File: src/rtl/uart_pkg.sv
// rtl/uart_pkg.sv - shared types, word-length codes and parity helper for the UART receiver
package uart_pkg;

   typedef enum logic [2:0] {
      IDLE     = 3'd0,
      START    = 3'd1,
      DATA     = 3'd2,
      PARITY   = 3'd3,
      STOP     = 3'd4,
      BRK_WAIT = 3'd5
   } rx_state_e;

   localparam logic [1:0] WLS_5 = 2'b00;
   localparam logic [1:0] WLS_6 = 2'b01;
   localparam logic [1:0] WLS_7 = 2'b10;
   localparam logic [1:0] WLS_8 = 2'b11;

   // XOR of the low nbits of data; bits above the word length are ignored.
   function automatic logic parity_of(input logic [7:0] data, input logic [3:0] nbits);
      logic p;
      p = 1'b0;
      for (int i = 0; i < 8; i++) begin
         if (4'(i) < nbits) begin
            p = p ^ data[i];
         end
      end
      return p;
   endfunction

endpackage

File: src/rtl/uart_rx_frame_sync_ff.sv
// rtl/uart_rx_frame_sync_ff.sv - multi-stage synchroniser for the asynchronous rx line
module sync_ff #(
   parameter int   STAGES    = 2,
   parameter logic RESET_VAL = 1'b1
) (
   input  logic clk,
   input  logic rst,
   input  logic d,
   output logic q
);

   logic [STAGES-1:0] sync_q;
   logic [STAGES-1:0] sync_d;

   always_comb begin
      sync_d    = sync_q << 1;
      sync_d[0] = d;
   end

   always_ff @(posedge clk) begin
      if (rst) begin
         sync_q <= {STAGES{RESET_VAL}};
      end else begin
         sync_q <= sync_d;
      end
   end

   assign q = sync_q[STAGES-1];

endmodule

File: src/rtl/uart_rx_frame.sv
// rtl/uart_rx_frame.sv - oversampled UART frame receiver producing one push per character
module uart_rx_frame
   import uart_pkg::*;
#(
   parameter int OSR         = 16,
   parameter int SYNC_STAGES = 2
) (
   input  logic       clk,
   input  logic       rst,
   input  logic       baud_pulse,
   input  logic       rx,
   input  logic [1:0] wls,
   input  logic       stb,
   input  logic       pen,
   input  logic       eps,
   input  logic       sp,
   output logic       push,
   output logic [7:0] rdata,
   output logic       pe,
   output logic       fe,
   output logic       bi,
   output logic       busy
);

   localparam int TW = $clog2(OSR);

   rx_state_e   state_q, state_d;
   logic [TW-1:0] tcnt_q, tcnt_d;
   logic [2:0]  bidx_q, bidx_d;
   logic [3:0]  nbits_q, nbits_d;
   logic        pen_q, pen_d;
   logic        eps_q, eps_d;
   logic        sp_q, sp_d;
   logic [7:0]  data_q, data_d;
   logic        par_q, par_d;
   logic        push_q, push_d;
   logic [7:0]  rdata_q, rdata_d;
   logic        pe_q, pe_d;
   logic        fe_q, fe_d;
   logic        bi_q, bi_d;
   logic        rxs;
   logic        at_mid;
   logic        at_last;
   logic        par_exp;
   logic        stb_unused;

   // Only the first stop bit is checked, so the stop-bit count never changes receive timing.
   assign stb_unused = stb;

   sync_ff #(
      .STAGES    (SYNC_STAGES),
      .RESET_VAL (1'b1)
   ) u_sync (
      .clk (clk),
      .rst (rst),
      .d   (rx),
      .q   (rxs)
   );

   assign at_mid  = (tcnt_q == TW'(OSR/2 - 1));
   assign at_last = (tcnt_q == TW'(OSR - 1));

   always_comb begin
      if (sp_q) begin
         par_exp = ~eps_q;
      end else if (eps_q) begin
         par_exp = parity_of(data_q, nbits_q);
      end else begin
         par_exp = ~parity_of(data_q, nbits_q);
      end
   end

   always_comb begin
      state_d = state_q;
      tcnt_d  = tcnt_q;
      bidx_d  = bidx_q;
      nbits_d = nbits_q;
      pen_d   = pen_q;
      eps_d   = eps_q;
      sp_d    = sp_q;
      data_d  = data_q;
      par_d   = par_q;
      push_d  = 1'b0;
      rdata_d = rdata_q;
      pe_d    = pe_q;
      fe_d    = fe_q;
      bi_d    = bi_q;
      if (baud_pulse) begin
         tcnt_d = tcnt_q + 1'b1;
         case (state_q)
            IDLE: begin
               tcnt_d = '0;
               if (!rxs) begin
                  state_d = START;
               end
            end
            START: begin
               if (at_mid) begin
                  tcnt_d = '0;
                  if (!rxs) begin
                     // Frame format is frozen here so LCR writes mid-frame take effect next frame.
                     state_d = DATA;
                     bidx_d  = '0;
                     nbits_d = 4'd5 + {2'b00, wls};
                     pen_d   = pen;
                     eps_d   = eps;
                     sp_d    = sp;
                     data_d  = '0;
                     par_d   = 1'b0;
                  end else begin
                     state_d = IDLE;
                  end
               end
            end
            DATA: begin
               if (at_last) begin
                  data_d[bidx_q] = rxs;
                  bidx_d         = bidx_q + 3'd1;
                  if ({1'b0, bidx_q} == nbits_q - 4'd1) begin
                     state_d = pen_q ? PARITY : STOP;
                  end
               end
            end
            PARITY: begin
               if (at_last) begin
                  par_d   = rxs;
                  state_d = STOP;
               end
            end
            STOP: begin
               if (at_last) begin
                  push_d  = 1'b1;
                  rdata_d = data_q;
                  pe_d    = pen_q & (par_q != par_exp);
                  fe_d    = ~rxs;
                  bi_d    = (data_q == 8'h00) & (~pen_q | ~par_q) & ~rxs;
                  tcnt_d  = '0;
                  state_d = rxs ? IDLE : BRK_WAIT;
               end
            end
            BRK_WAIT: begin
               tcnt_d = '0;
               if (rxs) begin
                  state_d = IDLE;
               end
            end
            default: begin
               tcnt_d  = '0;
               state_d = IDLE;
            end
         endcase
      end
   end

   always_ff @(posedge clk) begin
      if (rst) begin
         state_q <= IDLE;
         tcnt_q  <= '0;
         bidx_q  <= '0;
         nbits_q <= '0;
         pen_q   <= 1'b0;
         eps_q   <= 1'b0;
         sp_q    <= 1'b0;
         data_q  <= '0;
         par_q   <= 1'b0;
         push_q  <= 1'b0;
         rdata_q <= '0;
         pe_q    <= 1'b0;
         fe_q    <= 1'b0;
         bi_q    <= 1'b0;
      end else begin
         state_q <= state_d;
         tcnt_q  <= tcnt_d;
         bidx_q  <= bidx_d;
         nbits_q <= nbits_d;
         pen_q   <= pen_d;
         eps_q   <= eps_d;
         sp_q    <= sp_d;
         data_q  <= data_d;
         par_q   <= par_d;
         push_q  <= push_d;
         rdata_q <= rdata_d;
         pe_q    <= pe_d;
         fe_q    <= fe_d;
         bi_q    <= bi_d;
      end
   end

   assign push  = push_q;
   assign rdata = rdata_q;
   assign pe    = pe_q;
   assign fe    = fe_q;
   assign bi    = bi_q;
   assign busy  = (state_q != IDLE);

endmodule

File: config.mk
export PLATFORM = sky130hd
export DESIGN_NAME = uart_rx_frame
export DESIGN_NICKNAME = d
export VERILOG_FILES = /design/src/rtl/uart_pkg.sv /design/src/rtl/uart_rx_frame_sync_ff.sv /design/src/rtl/uart_rx_frame.sv
export SDC_FILE = /design/constraint.sdc
export NUM_CORES = 1
export LEC_CHECK = 0
export CELL_PAD_IN_SITES_DETAIL_PLACEMENT = 0
export CELL_PAD_IN_SITES_GLOBAL_PLACEMENT = 2
export CORE_MARGIN = 2
export CORE_UTILIZATION = 25
export DETAILED_ROUTE_END_ITERATION = 8
export PLACE_DENSITY_LB_ADDON = 0.1
export SLEW_MARGIN = 0
export SYNTH_ARGS = -nofsm -noshare
export SYNTH_HDL_FRONTEND = slang
export SYNTH_SLANG_ARGS = --single-unit
File: constraint.sdc
create_clock -name clk -period 5.45 [get_ports clk]
set_input_delay 1.3625 -clock clk [delete_from_list [all_inputs] [get_ports clk]]
set_output_delay 1.3625 -clock clk [all_outputs]
set_load 0.005 [all_outputs]
==> run metrics, run 1 <==
status finished clean; Die Width 95.9 µm; VDD IR-drop max 154 µV; Hold EP u_sync.sync_q[1]; Placed Cells 376; CTS tree yes; total power 0.000612 W; clock buffer depth 2; RSZ-0062 raised after global routing false; CP Capture Type flop; GP Congestion ~0.69; Hold Path Class reg2reg; die area 0.00919 mm²; Ys Warns 0; final net count 295; Worst R2R Setup Slack between 3 and 4 ns; Worst Max-Slew Pin Slew between 0.6 and 0.7 ns; commonest non-fill, non-tap cells in the layout 46 x nand2_1, 40 x dfxtp_1, 27 x a21oi_1, 24 x nor2_1, 21 x clkdlybuf4s50_1; CTS sink cnt 40; routed wire length between 5000 and 6000 µm; reg2reg start nbits_q[0]; pwr/cell area 243 mW/mm²; placed cell area 0.00239 mm²; Final Cell Area between 0.002 and 0.003 mm²; Worst Path Required 5.68 ns; DRT antenna net count 0; Critical Path AT 3.35 ns; Netlist cell types 49; # hold bufs at CTS 0; WL per Instance 14.3 µm; first-pass GRT wire length 9200 µm; Die Ht 95.9 µm; Ports 23; Max Cap Violations 0; clock slew at reported path FFs 0.08 ns; final critical-path required period 3.12 ns; cell depth of the worst min-delay path 1; Async SR Flop Fraction 0; reg2reg end pe; initial antenna violation count 0; post-cts resize count 0; area grow syn2layout 19.4%; core area 0.00822 mm²; 1st-pass router iterations 4; Setup TNS 0 ns; Via-to-Cell Ratio 4.71; DRC errors left 0; DRT iter0 DRCs 58; Synth Net Count about 280; Leakage approximately 0.85 nW; number of global-route vias before repair 1773; Seq/Total Area, Yosys 0.380; Final Hold Fails 0; Final setup viols 0; initial core utilization 0.257; R2R depth 9; most common cell after layout, fill and taps aside nand2_1; layout cells sized above 1 0.0645; syn avg cell area 7.99 µm²; CTS Buf Count 5; critical path fanouts, max 12; IO buf count 21; total congestion overflow 0; Max Clk Rate 0.321 GHz; Synth Flop Type dfxtp_1; #FFs+latches synth 40; mapped cell area 0.00211 mm²; HP Start u_sync.sync_q[0]; largest net degree at the start of global routing 41; Max-slew headroom 0.587; std cell rows 33; root buf cell clkbuf_8; worst skew pair latency 0.29 ns; Non-Filler Instances 384; Slew Limit Fails 0; number of enable flip-flop cells after synthesis 0; WS Path Type in2reg; clk_skew 0.00347 ns; total track usage 0.132; dpl hpwl between 3000 and 4000 µm; crit start category input port; Tcrit/Tclk final 0.572; Critical Path Start baud_pulse; H-tree depth 2; vias post-DR 1809; diode count 0; cells after synthesis between 200 and 300; Setup Buffers After CTS 0
kinds of logic after synthesis:
kind of cell	after synthesis	share of synthesized area
buf+inv	23	0.0457
flops	40	0.380
fa+ha+maj	7	0.0415
mux	5	0.0261
xor+xnor	12	0.0534
compound gates	63	0.193
simple gates	114	0.260
final cells by class:
type | count | area (µm²)
Tap cell | 105 | 131
Inverter | 8 | 30.0
Timing Repair Buffer | 22 | 218
Fill cell | 917 | 5700
Sequential cell | 40 | 801
Multi-Input combinational cell | 201 | 1210
Clock buffer | 7 | 96.3
Clock inverter | 1 | 30.0
registers in the layout, indices dropped and copies added, names as in the netlist:
signal         count
bi                 1
bidx_q             3
data_q             8
eps_q              1
fe                 1
nbits_q            4
par_q              1
pe                 1
pen_q              1
push               1
rdata              8
sp_q               1
state_q            3
tcnt_q             4
u_sync.sync_q      2
report_power, final:
group | switching, W | internal (W) | leakage, nW
logic | 0.0000214 | 0.0000183 | 0.467
clock network | 0.000110 | 0.000162 | 0.0645
registers | 0.00000569 | 0.000295 | 0.323
total | 0.000137 | 0.000475 | 0.855
per-stage QoR:
stage | worst slack [ns] | hold WS (ns) | utilization
final | 2.33 | 0.416 | 0.307
after global routing | 2.15 | 0.439 | 0.307
after CTS | 2.31 | 0.421 | 0.307
after detailed placement | 2.00 | 0.396 | 0.291
after global placement | 1.98 | 0.403 | 0.291
after floorplan | 3.01 | 0.389 | -
Yosys cell counts (all sizes together), types with 4 or more instances:
cell type | n | area share
nand3 | 6 | 0.014
nand2 | 46 | 0.082
nor3 | 5 | 0.012
ha | 7 | 0.042
a211oi | 6 | 0.021
o21ai | 9 | 0.021
inv | 8 | 0.014
a21oi | 28 | 0.068
and3 | 4 | 0.012
dfxtp | 40 | 0.38
mux2 | 4 | 0.021
xnor2 | 7 | 0.033
nand2b | 8 | 0.024
clkbuf | 12 | 0.021
xor2 | 5 | 0.021
or4 | 4 | 0.014
nor2 | 24 | 0.043
worst max-delay path, stage by stage:
cell,delay [ns]
clkdlybuf4s50_1,0.71
o31ai_1,0.21
a21oi_2,0.19
nand2_1,0.14
or3_1,0.34
mux2_1,0.32
nor2_1,0.08
worst max-delay path by stage:
stage / end / depth (start not counted)
3_5_place_dp: data_q[5] / 7
3_3_place_gp: data_q[5] / 7
4_1_cts: data_q[5] / 7
5_1_grt: state_q[1] / 6
2_1_floorplan: data_q[5] / 6
6_report: data_q[5] / 7
layer usage:
| metal | vias up | share of wire | GRT usage |
|---|---|---|---|
| met2 | 12 | 0.43 | 0.193 |
| met5 | - | 0 | 0 |
| li1 | 950 | - | - |
| met4 | 0 | 0.013 | 0.0357 |
| met1 | 842 | 0.54 | 0.195 |
| met3 | 5 | 0.018 | 0.0258 |
Note: power is estimated with default switching activity, not from simulation.
==> run 2, diff against run 1 <==
==> constraint.sdc (replaced) <==
create_clock -name clk -period 2.6 [get_ports clk]
set_input_delay 0.65 -clock clk [delete_from_list [all_inputs] [get_ports clk]]
set_output_delay 0.65 -clock clk [all_outputs]
set_load 0.005 [all_outputs]
==> run 2 against run 1 <==
  * Clock skew up 0.0092 ns
  * Sequential power up 110%
  * Wire length up 0.29%
  * Largest cell class unchanged
  * Largest power group unchanged
==> run metrics, run 2 (same netlist as run 1, synthesis figures left out) <==
status finished clean; final critical-path required period 2.23 ns; CTS Buf Count 5; combinational share of power 0.088; GRT met3 Usage 0.0243; H-tree depth 2; Reg power frac 0.538; core area 0.00822 mm²; Die Ht 95.9 µm; pwr/cell area approximately 450 mW/mm²; CTS tree yes; DRT iter0 DRCs 47; Max Clk Rate 0.447 GHz; WL per Instance 14.0 µm; Via-to-Cell Ratio 4.76; CP Capture Type flop; Slew Limit Fails 0; RSZ-0062 raised after global routing false; Die Width 95.9 µm; Final Hold Fails 0; clock buffer depth 2; routed wire length 5500 µm; # hold bufs at CTS 0; final net count 303; total congestion overflow 0; Final setup viols 0; Global Route met2 Usage 0.208; layout cells sized above 1 0.0906; M1 GR Usage 0.182; Hold EP u_sync.sync_q[1]; CTS sink cnt 40; reg2reg end pe; Tcrit/Tclk final 0.860; sw power 0.000283 W; clk_skew 0.0127 ns; 1st-pass router iterations 4; root buf cell clkbuf_8; number of global-route vias before repair roughly 1800; Max Cap Violations 0; Critical Path AT 2.42 ns; vias post-DR 1866; Final Cell Area 0.00256 mm²; first-pass GRT wire length 9200 µm; IO buf count 21; cell internal pwr 0.000878 W; crit start category flop; VDD IR-drop max 160 µV; placed cell area 0.00246 mm²; post-cts resize count 0; WS Path Type reg2reg; Worst R2R Setup Slack ~0.37 ns; largest net degree at the start of global routing 35; DRT antenna net count 0; area grow syn2layout 21.2%; Worst Max-Slew Pin Slew 0.568 ns; Leakage between 0.8 and 0.9 nW; switching portion of total power 0.243; dpl hpwl 3920 µm; die area 0.00919 mm²; initial antenna violation count 0; total track usage 0.131; clock slew at reported path FFs 0.09 ns; Setup TNS 0 ns; Ports 23; critical path fanouts, max 3; Max-slew headroom 0.619; R2R depth 8; commonest non-fill, non-tap cells in the layout 46 x nand2_1, 40 x dfxtp_1, 27 x a21oi_1, 24 x nor2_1, 21 x clkdlybuf4s50_1; most common cell after layout, fill and taps aside nand2_1; worst skew pair latency 0.29 ns; initial core utilization 0.257; busiest layer in global routing met2; clock share of power 0.374; reg2reg start nbits_q[1]; cell depth of the worst min-delay path 1; diode count 0; DRC errors left 0; Worst Path Required 2.79 ns; std cell rows 33; Setup Buffers After CTS 0; HP Start u_sync.sync_q[0]; GP Congestion 0.771; Hold Path Class reg2reg
==> run 2: cell types whose count changed in the layout (fill, tap and decap cells not counted) <==
cell	delta
buf_4	+7
clkinv_2	+2
buf_12	+1
bufinv_16	-1
clkbuf_8	-1
==> run 2: final cells by class <==
class                      instances  area [µm²]
clock buffer                       6        82.6
clock inverter                     2        10.0
fill                             884        5660
inverter                           8        30.0
multi-input combinational        201        1210
sequential                        40         801
tap                              105         131
timing repair buffer              30         290
==> run 2: stage by stage <==
step                std cells   util  total power, W  hold WS, ns  setup slack, ns
floorplan                 264      -        0.000694        0.389            0.389
detailed placement        384  0.300        0.000742        0.399            0.213
finish                    392  0.311         0.00116        0.417            0.365
global route              392  0.311         0.00122        0.441            0.235
global placement          384  0.300        0.000742        0.395            0.217
CTS                       392  0.311         0.00118        0.421            0.338
==> run 2: worst max-delay path, stage by stage (launching register included) <==
cell,delay (ns)
dfxtp_1,0.34
inv_1,0.08
ha_1,0.21
or4b_4,0.49
o22ai_2,0.16
xor2_1,0.20
xnor2_1,0.19
xnor2_2,0.13
o311a_1,0.34
==> run 2: power by group through the flow <==
stage | logic [W] | clock network, W | registers (W)
final | 0.000102 | 0.000434 | 0.000625
after global routing | 0.000113 | 0.000481 | 0.000626
after CTS | 0.000103 | 0.000457 | 0.000625
after detailed placement | 0.000102 | 0 | 0.000639
after global placement | 0.000103 | 0 | 0.000639
after floorplan | 0.0000579 | 0 | 0.000636
==> run 2: worst max-delay path by stage <==
stage	startpoint	to	slack [ns]	cells past startpoint
6_report	nbits_q[1]	pe	0.37	8
2_1_floorplan	nbits_q[0]	pe	0.39	8
3_3_place_gp	baud_pulse	data_q[5]	0.22	7
3_5_place_dp	baud_pulse	data_q[5]	0.21	7
4_1_cts	nbits_q[1]	pe	0.34	8
5_1_grt	nbits_q[0]	pe	0.23	9
==> run 2: per-layer routing <==
layer  vias up  wire length, µm
met3         4              109
met1       883             2820
met2        15             2520
met4         0               51
li1        964                -
met5         -                0
==> run 3, diff against run 2 <==
--- a/config.mk
+++ b/config.mk
@@ -7,11 +7,12 @@
 export LEC_CHECK = 0
 export CELL_PAD_IN_SITES_DETAIL_PLACEMENT = 0
 export CELL_PAD_IN_SITES_GLOBAL_PLACEMENT = 2
+export CORE_ASPECT_RATIO = 0.8
 export CORE_MARGIN = 2
 export CORE_UTILIZATION = 25
 export DETAILED_ROUTE_END_ITERATION = 8
 export PLACE_DENSITY_LB_ADDON = 0.1
-export SLEW_MARGIN = 0
+export SLEW_MARGIN = 20
 export SYNTH_ARGS = -nofsm -noshare
 export SYNTH_HDL_FRONTEND = slang
 export SYNTH_SLANG_ARGS = --single-unit
==> run 3 against run 2 <==
  * Cell count grew 1.5%
  * Via count shrank 2.1%
  * Clock power down 8.1%
  * Hold slack got worse by 0.0071 ns
  * Fmax is 1.2% higher
  * Register-to-register slack gained 0.03 ns
  * Critical path depth unchanged
  * Count of clock-buffer cells in the layout fell by 1
  * Core utilization up 0.90 points
  * First-iteration DRC count decreased by 6.4%
  * Sequential cell count did not move
==> run metrics, run 3 (same netlist as run 1, synthesis figures left out) <==
initial antenna violation count 0; layout cells sized above 1 0.100; Worst Max-Slew Pin Slew ~0.53 ns; RSZ-0062 raised after global routing false; VDD IR-drop max 184 µV; diode count 0; clk_skew 0.00826 ns; GP Congestion between 0.7 and 0.8; Ports 23; CTS sink cnt 40; pwr/cell area 437 mW/mm²; CTS Buf Count 5; Max Clk Rate 0.453 GHz; total congestion overflow 0; routed wire length 5590 µm; R2R depth 8; Final Hold Fails 0; CP Capture Type flop; M1 GR Usage 0.195; Final setup viols 0; Die Width 107 µm; H-tree depth 2; busiest layer in global routing met1; final net count 307; DRT antenna net count 0; core area 0.00806 mm²; reg2reg end pe; # hold bufs at CTS 0; cell depth of the worst min-delay path 1; WS Path Type reg2reg; post-cts resize count 0; area grow syn2layout 22.3%; Worst R2R Setup Slack 0.39 ns; WL per Instance 14.0 µm; Global Route met2 Usage 0.181; reg2reg start nbits_q[1]; root buf cell clkbuf_8; DRC errors left 0; IO buf count 21; number of global-route vias before repair 1772; placed cell area 0.00250 mm²; Die Ht 86.2 µm; largest net degree at the start of global routing 41; die area 0.00919 mm²; GRT met3 Usage 0.0281; critical path fanouts, max 3; dpl hpwl 4010 µm; initial core utilization 0.262; clock buffer depth 2; Critical Path AT 2.39 ns; most common cell after layout, fill and taps aside nand2_1; Setup TNS 0 ns; Setup Buffers After CTS 0; clock slew at reported path FFs around 0.080 ns; total track usage 0.129; Slew Limit Fails 0; CTS tree yes; Hold Path Class reg2reg; Via-to-Cell Ratio 4.59; HP Start u_sync.sync_q[0]; first-pass GRT wire length 9240 µm; status finished clean; DRT iter0 DRCs 44; Max Cap Violations 0; final critical-path required period 2.21 ns; Tcrit/Tclk final 0.849; Final Cell Area about 0.0026 mm²; vias post-DR 1826; Hold EP u_sync.sync_q[1]; worst skew pair latency 0.29 ns; Max-slew headroom 0.644; std cell rows 29; crit start category flop; 1st-pass router iterations 4; Worst Path Required 2.79 ns; commonest non-fill, non-tap cells in the layout 46 x nand2_1, 40 x dfxtp_1, 27 x a21oi_1, 24 x nor2_1, 21 x clkdlybuf4s50_1; Leakage 0.896 nW
[run 3: cell count changes in the layout (fill, tap and decap cells not counted)]
| cell | previous run | this run |
|---|---|---|
| clkinvlp_4 | 0 | 1 |
| clkbuf_8 | 6 | 5 |
| buf_4 | 8 | 12 |
| clkinv_2 | 2 | 1 |
[run 3: routing by layer]
layer  vias to the layer above  part of all wire
met4                         0            0.0072
li1                        974                 -
met1                       834              0.58
met2                        14              0.38
met3                         4             0.024
met5                         -                 0
[run 3: worst max path at each step]
stage	from	end	depth (start not counted)
final	nbits_q[1]	pe	8
after global routing	nbits_q[1]	pe	9
after CTS	nbits_q[1]	pe	8
after detailed placement	baud_pulse	data_q[5]	7
after global placement	baud_pulse	data_q[5]	7
after floorplan	nbits_q[0]	pe	8
[run 3: worst max-delay path: stages, from the launching register on]
cell and delay [ns]:
dfxtp_1 0.34, inv_1 0.07, ha_1 0.23, nor2b_1 0.12
o211ai_1 0.13, o2111a_1 0.18, or4_1 0.55, xnor2_2 0.17
o311a_1 0.33
[run 3: power breakdown]
part	switching [W]	internal, W
Sequential	0.00000650	0.000618
Clock	0.000217	0.000182
Combinational	0.0000542	0.0000507
Total	0.000278	0.000850
[run 3: area by class of cell]
| cell class | count | area [µm²] |
|---|---|---|
| fill | 890 | 5480 |
| multi-input combinational | 201 | 1210 |
| sequential | 40 | 801 |
| timing repair buffer | 34 | 320 |
| tap | 108 | 135 |
| clock buffer | 5 | 68.8 |
| inverter | 8 | 30.0 |
| clock inverter | 2 | 12.5 |
[run 3: through the flow]
| step | std cells | setup WS [ns] | utilization | hold WS (ns) | total power [W] |
|---|---|---|---|---|---|
| 3_5_place_dp | 391 | 0.205 | 0.310 | 0.393 | 0.000745 |
| 3_3_place_gp | 391 | 0.203 | 0.310 | 0.391 | 0.000746 |
| 4_1_cts | 398 | 0.364 | 0.320 | 0.411 | 0.00115 |
| 2_1_floorplan | 264 | 0.389 | - | 0.389 | 0.000694 |
| 6_report | 398 | 0.392 | 0.320 | 0.410 | 0.00113 |
| 5_1_grt | 398 | 0.258 | 0.320 | 0.436 | 0.00119 |
==> RTL change 1 (flow settings as in run 3) <==
The 6 states of `rx_state_e` get a Gray code encoding in 3 bits.
--- a/src/rtl/uart_pkg.sv
+++ b/src/rtl/uart_pkg.sv
@@ -3,10 +3,10 @@
 
    typedef enum logic [2:0] {
-      IDLE     = 3'd0,
-      START    = 3'd1,
-      DATA     = 3'd2,
-      PARITY   = 3'd3,
-      STOP     = 3'd4,
-      BRK_WAIT = 3'd5
+      IDLE     = 3'b000,
+      START    = 3'b001,
+      DATA     = 3'b011,
+      PARITY   = 3'b010,
+      STOP     = 3'b110,
+      BRK_WAIT = 3'b111
    } rx_state_e;
 
Behaviour: no difference found for any inputs over 10 cycles, from zero or initial values and one cycle with rst high; not proved beyond that.
==> RTL change 1 against run 3 <==
  * Setup slack worse by 180 ps
  * Wire length shrank 1.5%
  * Global-route usage down 0.36 points
  * Sequential share of layout area shrank 0.86 points
  * Design area up 3.0%
  * Power increased by 9.1%
  * Clock power up 35%
  * Sequential cell count is the same
  * Synthesized area up 0.30%
  * Highest routed layer unchanged
==> RTL change 1: results (changes against run 3) <==
| Metric | Value |
|---|---|
| Detailed placement HPWL | 3.94 mm (-1.8%) |
| R2r setup slk | 210 ps (-180 ps) |
| RD Place Congestion | 0.751 (+5.0%) |
| H-tree depth | 2 (unchanged) |
| Worst-Skew Late Latency | roughly 300 ps |
| Largest net degree at the start of global routing | 23 (-44%) |
| Synth top cells by count | nor2_1, dfxtp_1, nand2_1, a21oi_1, clkbuf_1 |
| Syn_nets | 283 (+0.71%) |
| Drt wl/cell | 13.6 um (-3.0%) |
| Yosys top cell area share | 37.8% (-0.11 points) |
| Final nets | 312 (+1.6%) |
| Predominant post-synthesis flop cell | dfxtp_1 |
| Vias in the first global route | 1,766 (-0.34%) |
| Maximum root-to-sink buffer count | 2 (unchanged) |
| Global-route wire length before repair | 9.09 mm (-1.6%) |
| Data arrival, critical path | 2570 ps (+180 ps) |
| RR Startpoint | nbits_q[0] |
| Share of cells above drive strength 1 | 12.8% (+2.8 points) |
| Clk slew on worst S/H paths | 80 ps (about the same) |
| Yosys warns | 0 (unchanged) |
| WHS Path Cells | 1 (unchanged) |
| Crit-path max FO | 4 (+1) |
| Fin. max-slew vios | 0 (unchanged) |
| Placed inst area | 2540 um2 (+1.7%) |
| Synth area leaders | dfxtp_1, nor2_1, nand2_1 |
| Status | finished clean |
| Reg2reg path depth | 9 (+1) |
| Ant. Diodes | 0 (unchanged) |
| Pre-CTS WS | 153 ps (-51.9 ps) |
| Fraction of registers with async set or reset after synthesis | 0% (unchanged) |
| GRT Total Usage | 12.5% (-0.36 points) |
| DR iter-0 viols | 96 (+120%) |
| Distinct cells, synth | 46 (-6.1%) |
| R2r endpoint | pe |
| Filler instances | 864 (-2.9%) |
| Post-synthesis sequential area ratio | 37.8% (-0.11 points) |
| Skew final | 15.6 ps (+7.31 ps) |
| Worst Tran Pin Value | 534 ps (+4.08 ps) |
| Lkg Pwr | 0.00102 uW (+13%) |
| Hold EP | u_sync.sync_q[1] |
| Worst min path class | register to register |
| Worst IR drop on VDD | 0.000283 V (+54%) |
| PortBufs | 21 (unchanged) |
| Hold Crit Start | u_sync.sync_q[0] |
| Routed vias/inst | 4.62 (+0.67%) |
| Cts bufs inserted | 5 (unchanged) |
RTL change 1: cell families (layout without fill, tap and decap cells):
group	after synthesis	after routing	synth area share (%)
compound gates	49	49	13.6
fa+ha+maj	7	7	4.14
buf+inv	23	53	4.32
flops	40	40	37.8
simple gates	118	118	26.6
mux	18	18	8.99
xor+xnor	11	11	4.55
RTL change 1: worst max-delay path by stage:
stage | end | depth (start not counted) | slack [ps] | start
after detailed placement | pe | 9 | 150 | nbits_q[0]
after CTS | pe | 9 | 140 | nbits_q[0]
after global placement | pe | 9 | 150 | nbits_q[0]
final | pe | 9 | 210 | nbits_q[0]
after global routing | pe | 9 | 70 | nbits_q[0]
after floorplan | pe | 9 | 390 | nbits_q[0]
RTL change 1: worst max-delay path: stages, from the launching register on:
cell,delay (ps)
dfxtp_2,360
inv_1,80
ha_1,220
or4b_1,490
o22ai_1,200
xor2_1,200
xnor2_1,150
xnor2_1,110
nor2_1,140
mux2_1,330
RTL change 1: metal layers:
metal  part of all wire (%)  vias up  GRT usage, %
met2                     38       33          17.0
li1                       -      972             -
met3                    3.8        4          2.78
met1                     58      857          19.6
met4                   0.73        0          3.07
met5                      0        -             0
RTL change 1: area by class of cell:
| cell class | count | share of cell area [%] |
|---|---|---|
| Multi-Input combinational cell | 203 | 46.0 |
| Sequential cell | 40 | 30.2 |
| Timing Repair Buffer | 39 | 13.5 |
| Tap cell | 108 | 5.08 |
| Clock buffer | 5 | 2.59 |
| Clock inverter | 3 | 1.79 |
| Inverter | 6 | 0.847 |
RTL change 1: metrics by stage:
| stage | hold slack, ps | power [uW] | utilization [%] | instances |
|---|---|---|---|---|
| 2_1_floorplan | 389 | 673 | - | 266 |
| 3_3_place_gp | 392 | 711 | 31.5 | 396 |
| 3_5_place_dp | 411 | 710 | 31.5 | 396 |
| 4_1_cts | 430 | 1250 | 33.0 | 404 |
| 5_1_grt | 449 | 1280 | 33.0 | 404 |
| 6_report | 420 | 1230 | 33.0 | 404 |
RTL change 1: power breakdown:
group	switching, uW	total (uW)	internal (uW)
sequential	4.26	620	616
combinational	39.6	74.8	35.1
clock	247	537	289
RTL change 1: repair_timing:
item | CTS | global route
endpoints found under the setup margin | 0 | 1
hold buffers | 0 | 0
buffers inserted | 0 | 0
gates resized for setup | 0 | 1
endpoints found under the hold margin | 0 | 0
==> RTL change 2 (settings of run 3) <==
Made on the original files. Set the parameter `SYNC_STAGES` to 4 (it was 2).
--- a/src/rtl/uart_rx_frame.sv
+++ b/src/rtl/uart_rx_frame.sv
@@ -4,5 +4,5 @@
 #(
    parameter int OSR         = 16,
-   parameter int SYNC_STAGES = 2
+   parameter int SYNC_STAGES = 4
 ) (
    input  logic       clk,
Formal check against the unedited RTL: not equivalent (a bounded check fails within 4 cycles, from zero or initial values and one cycle with rst high).
==> RTL change 2 against run 3 <==
  * Combinational power rose by 47%
  * Sequential cell count rose by 2
  * Synthesized area rose by 6.5%
  * Die area rose by 6.2%
  * Power rose by 15%
  * Setup slack got worse by 130 ps
  * Wire length rose by 2.4%
  * Worst hold slack improved by 5.7 ps
  * Design area rose by 6.0%
  * Largest cell class unchanged
==> RTL change 2: results (changes against run 3) <==
| Metric | Value |
|---|---|
| Status | finished clean |
| Setup bufs post-CTS | 0 (unchanged) |
| Global-route wire length before repair | 9.49 mm (+2.7%) |
| GRT Total Usage | 12.7% (-0.16 points) |
| Crit-path max FO | 4 (+1) |
| RD Place Congestion | 0.750 (+4.9%) |
| Data arrival, critical path | 2580 ps (+190 ps) |
| H-tree depth | 2 (unchanged) |
| Drt pass-1 iters | 4 (unchanged) |
| Slew HR | 61.2% (-3.2 points) |
| Synth top cells by count | nor2_1, dfxtp_1, nand2_1, a21oi_1, mux2i_1 |
| Share of cells above drive strength 1 | 12.8% (+2.8 points) |
| Filler instances | 934 (+4.9%) |
| Worst-Skew Late Latency | approximately 300 ps |
| Maximum root-to-sink buffer count | 2 (unchanged) |
| Fraction of registers with async set or reset after synthesis | 0% (unchanged) |
| Yosys warns | 0 (unchanged) |
| Resized cells post-CTS | 0 (unchanged) |
| Internal | 925 uW (+8.8%) |
| Worst IR drop on VDD | 0.000206 V (+12%) |
| DR iter-0 viols | 89 (+100%) |
| Largest net degree at the start of global routing | 43 (+4.9%) |
| Drt wl/cell | 14.0 um (-0.34%) |
| Vias in the first global route | 1,825 (+3.0%) |
| Root Driver | clkbuf_8 |
| Routed vias/inst | 4.74 (+3.4%) |
| Cts bufs inserted | 5 (unchanged) |
| Final nets | 313 (+2.0%) |
| PortBufs | 21 (unchanged) |
| Post-synthesis sequential area ratio | 37.4% (-0.52 points) |
| Antenna violations before repair | 0 (unchanged) |
| Skew final | 13.6 ps (+5.33 ps) |
| Synth area leaders | dfxtp_1, nor2_1, mux2i_1 |
| Detailed placement HPWL | 4.08 mm (+1.8%) |
| Clk slew on worst S/H paths | 100 ps (+20 ps) |
| Worst min path class | register to register |
| Syn_nets | 288 (+2.5%) |
| Lkg Pwr | 0.000987 uW (+10%) |
| Ant. Diodes | 0 (unchanged) |
| Distinct cells, synth | 52 (+6.1%) |
==> RTL change 2: path summary, 6_finish.rpt <==
kind / startpoint / to / slack, ps / cells past startpoint
max reg2reg: nbits_q[1] / pe / 260 / 8
min reg2reg: u_sync.sync_q[1] / u_sync.sync_q[2] / 420 / 1
min: u_sync.sync_q[1] / u_sync.sync_q[2] / 420 / 1
max: nbits_q[1] / pe / 260 / 8
==> RTL change 2: final cells by class <==
| type | instances | area [um2] | area share [%] |
|---|---|---|---|
| Clock buffer | 5 | 68.8 | 2.52 |
| Tap cell | 112 | 140 | 5.12 |
| Clock inverter | 3 | 28.8 | 1.05 |
| Inverter | 9 | 33.8 | 1.24 |
| Timing Repair Buffer | 35 | 328 | 12.0 |
| Multi-Input combinational cell | 203 | 1290 | 47.3 |
| Sequential cell | 42 | 841 | 30.7 |
==> RTL change 2: worst max-delay path: stages, from the launching register on <==
cell and delay (ps):
dfxtp_1 340, inv_1 90, ha_1 250, o21a_1 200, o221ai_2 230, mux2_4 340
o31a_1 320, or3_1 370, a31oi_1 150
==> RTL change 2: logic make-up after synthesis <==
kind of cell,count (synthesis),synth area share (%)
xor+xnor,8,3.12
buf+inv,26,4.90
compound gates,56,16.5
flops,42,37.4
mux,18,8.47
simple gates,114,25.6
fa+ha+maj,7,3.90
==> RTL change 2: per-layer routing <==
layer,vias to the layer above,share of wire (%),track usage (%)
met4,0,0.77,2.76
met2,26,40,18.7
met1,913,55,18.9
met3,4,3.6,2.65
li1,997,-,-
met5,-,0,0
==> RTL change 2: stage by stage <==
step | cell area [um2] | setup slack [ps] | total power, uW | std cells
3_3_place_gp | 2640 | 17.1 | 849 | 401
3_5_place_dp | 2640 | 45.9 | 846 | 401
6_report | 2740 | 260 | 1290 | 409
5_1_grt | 2740 | 98.5 | 1360 | 409
4_1_cts | 2740 | 256 | 1320 | 409
2_1_floorplan | 2250 | 327 | 785 | 271
==> RTL change 2: power groups by stage <==
stage	logic (uW)	registers, uW	clock network, uW
6_report	154	675	464
3_5_place_dp	156	690	0
2_1_floorplan	111	674	0
3_3_place_gp	158	692	0
4_1_cts	157	675	492
5_1_grt	175	678	511
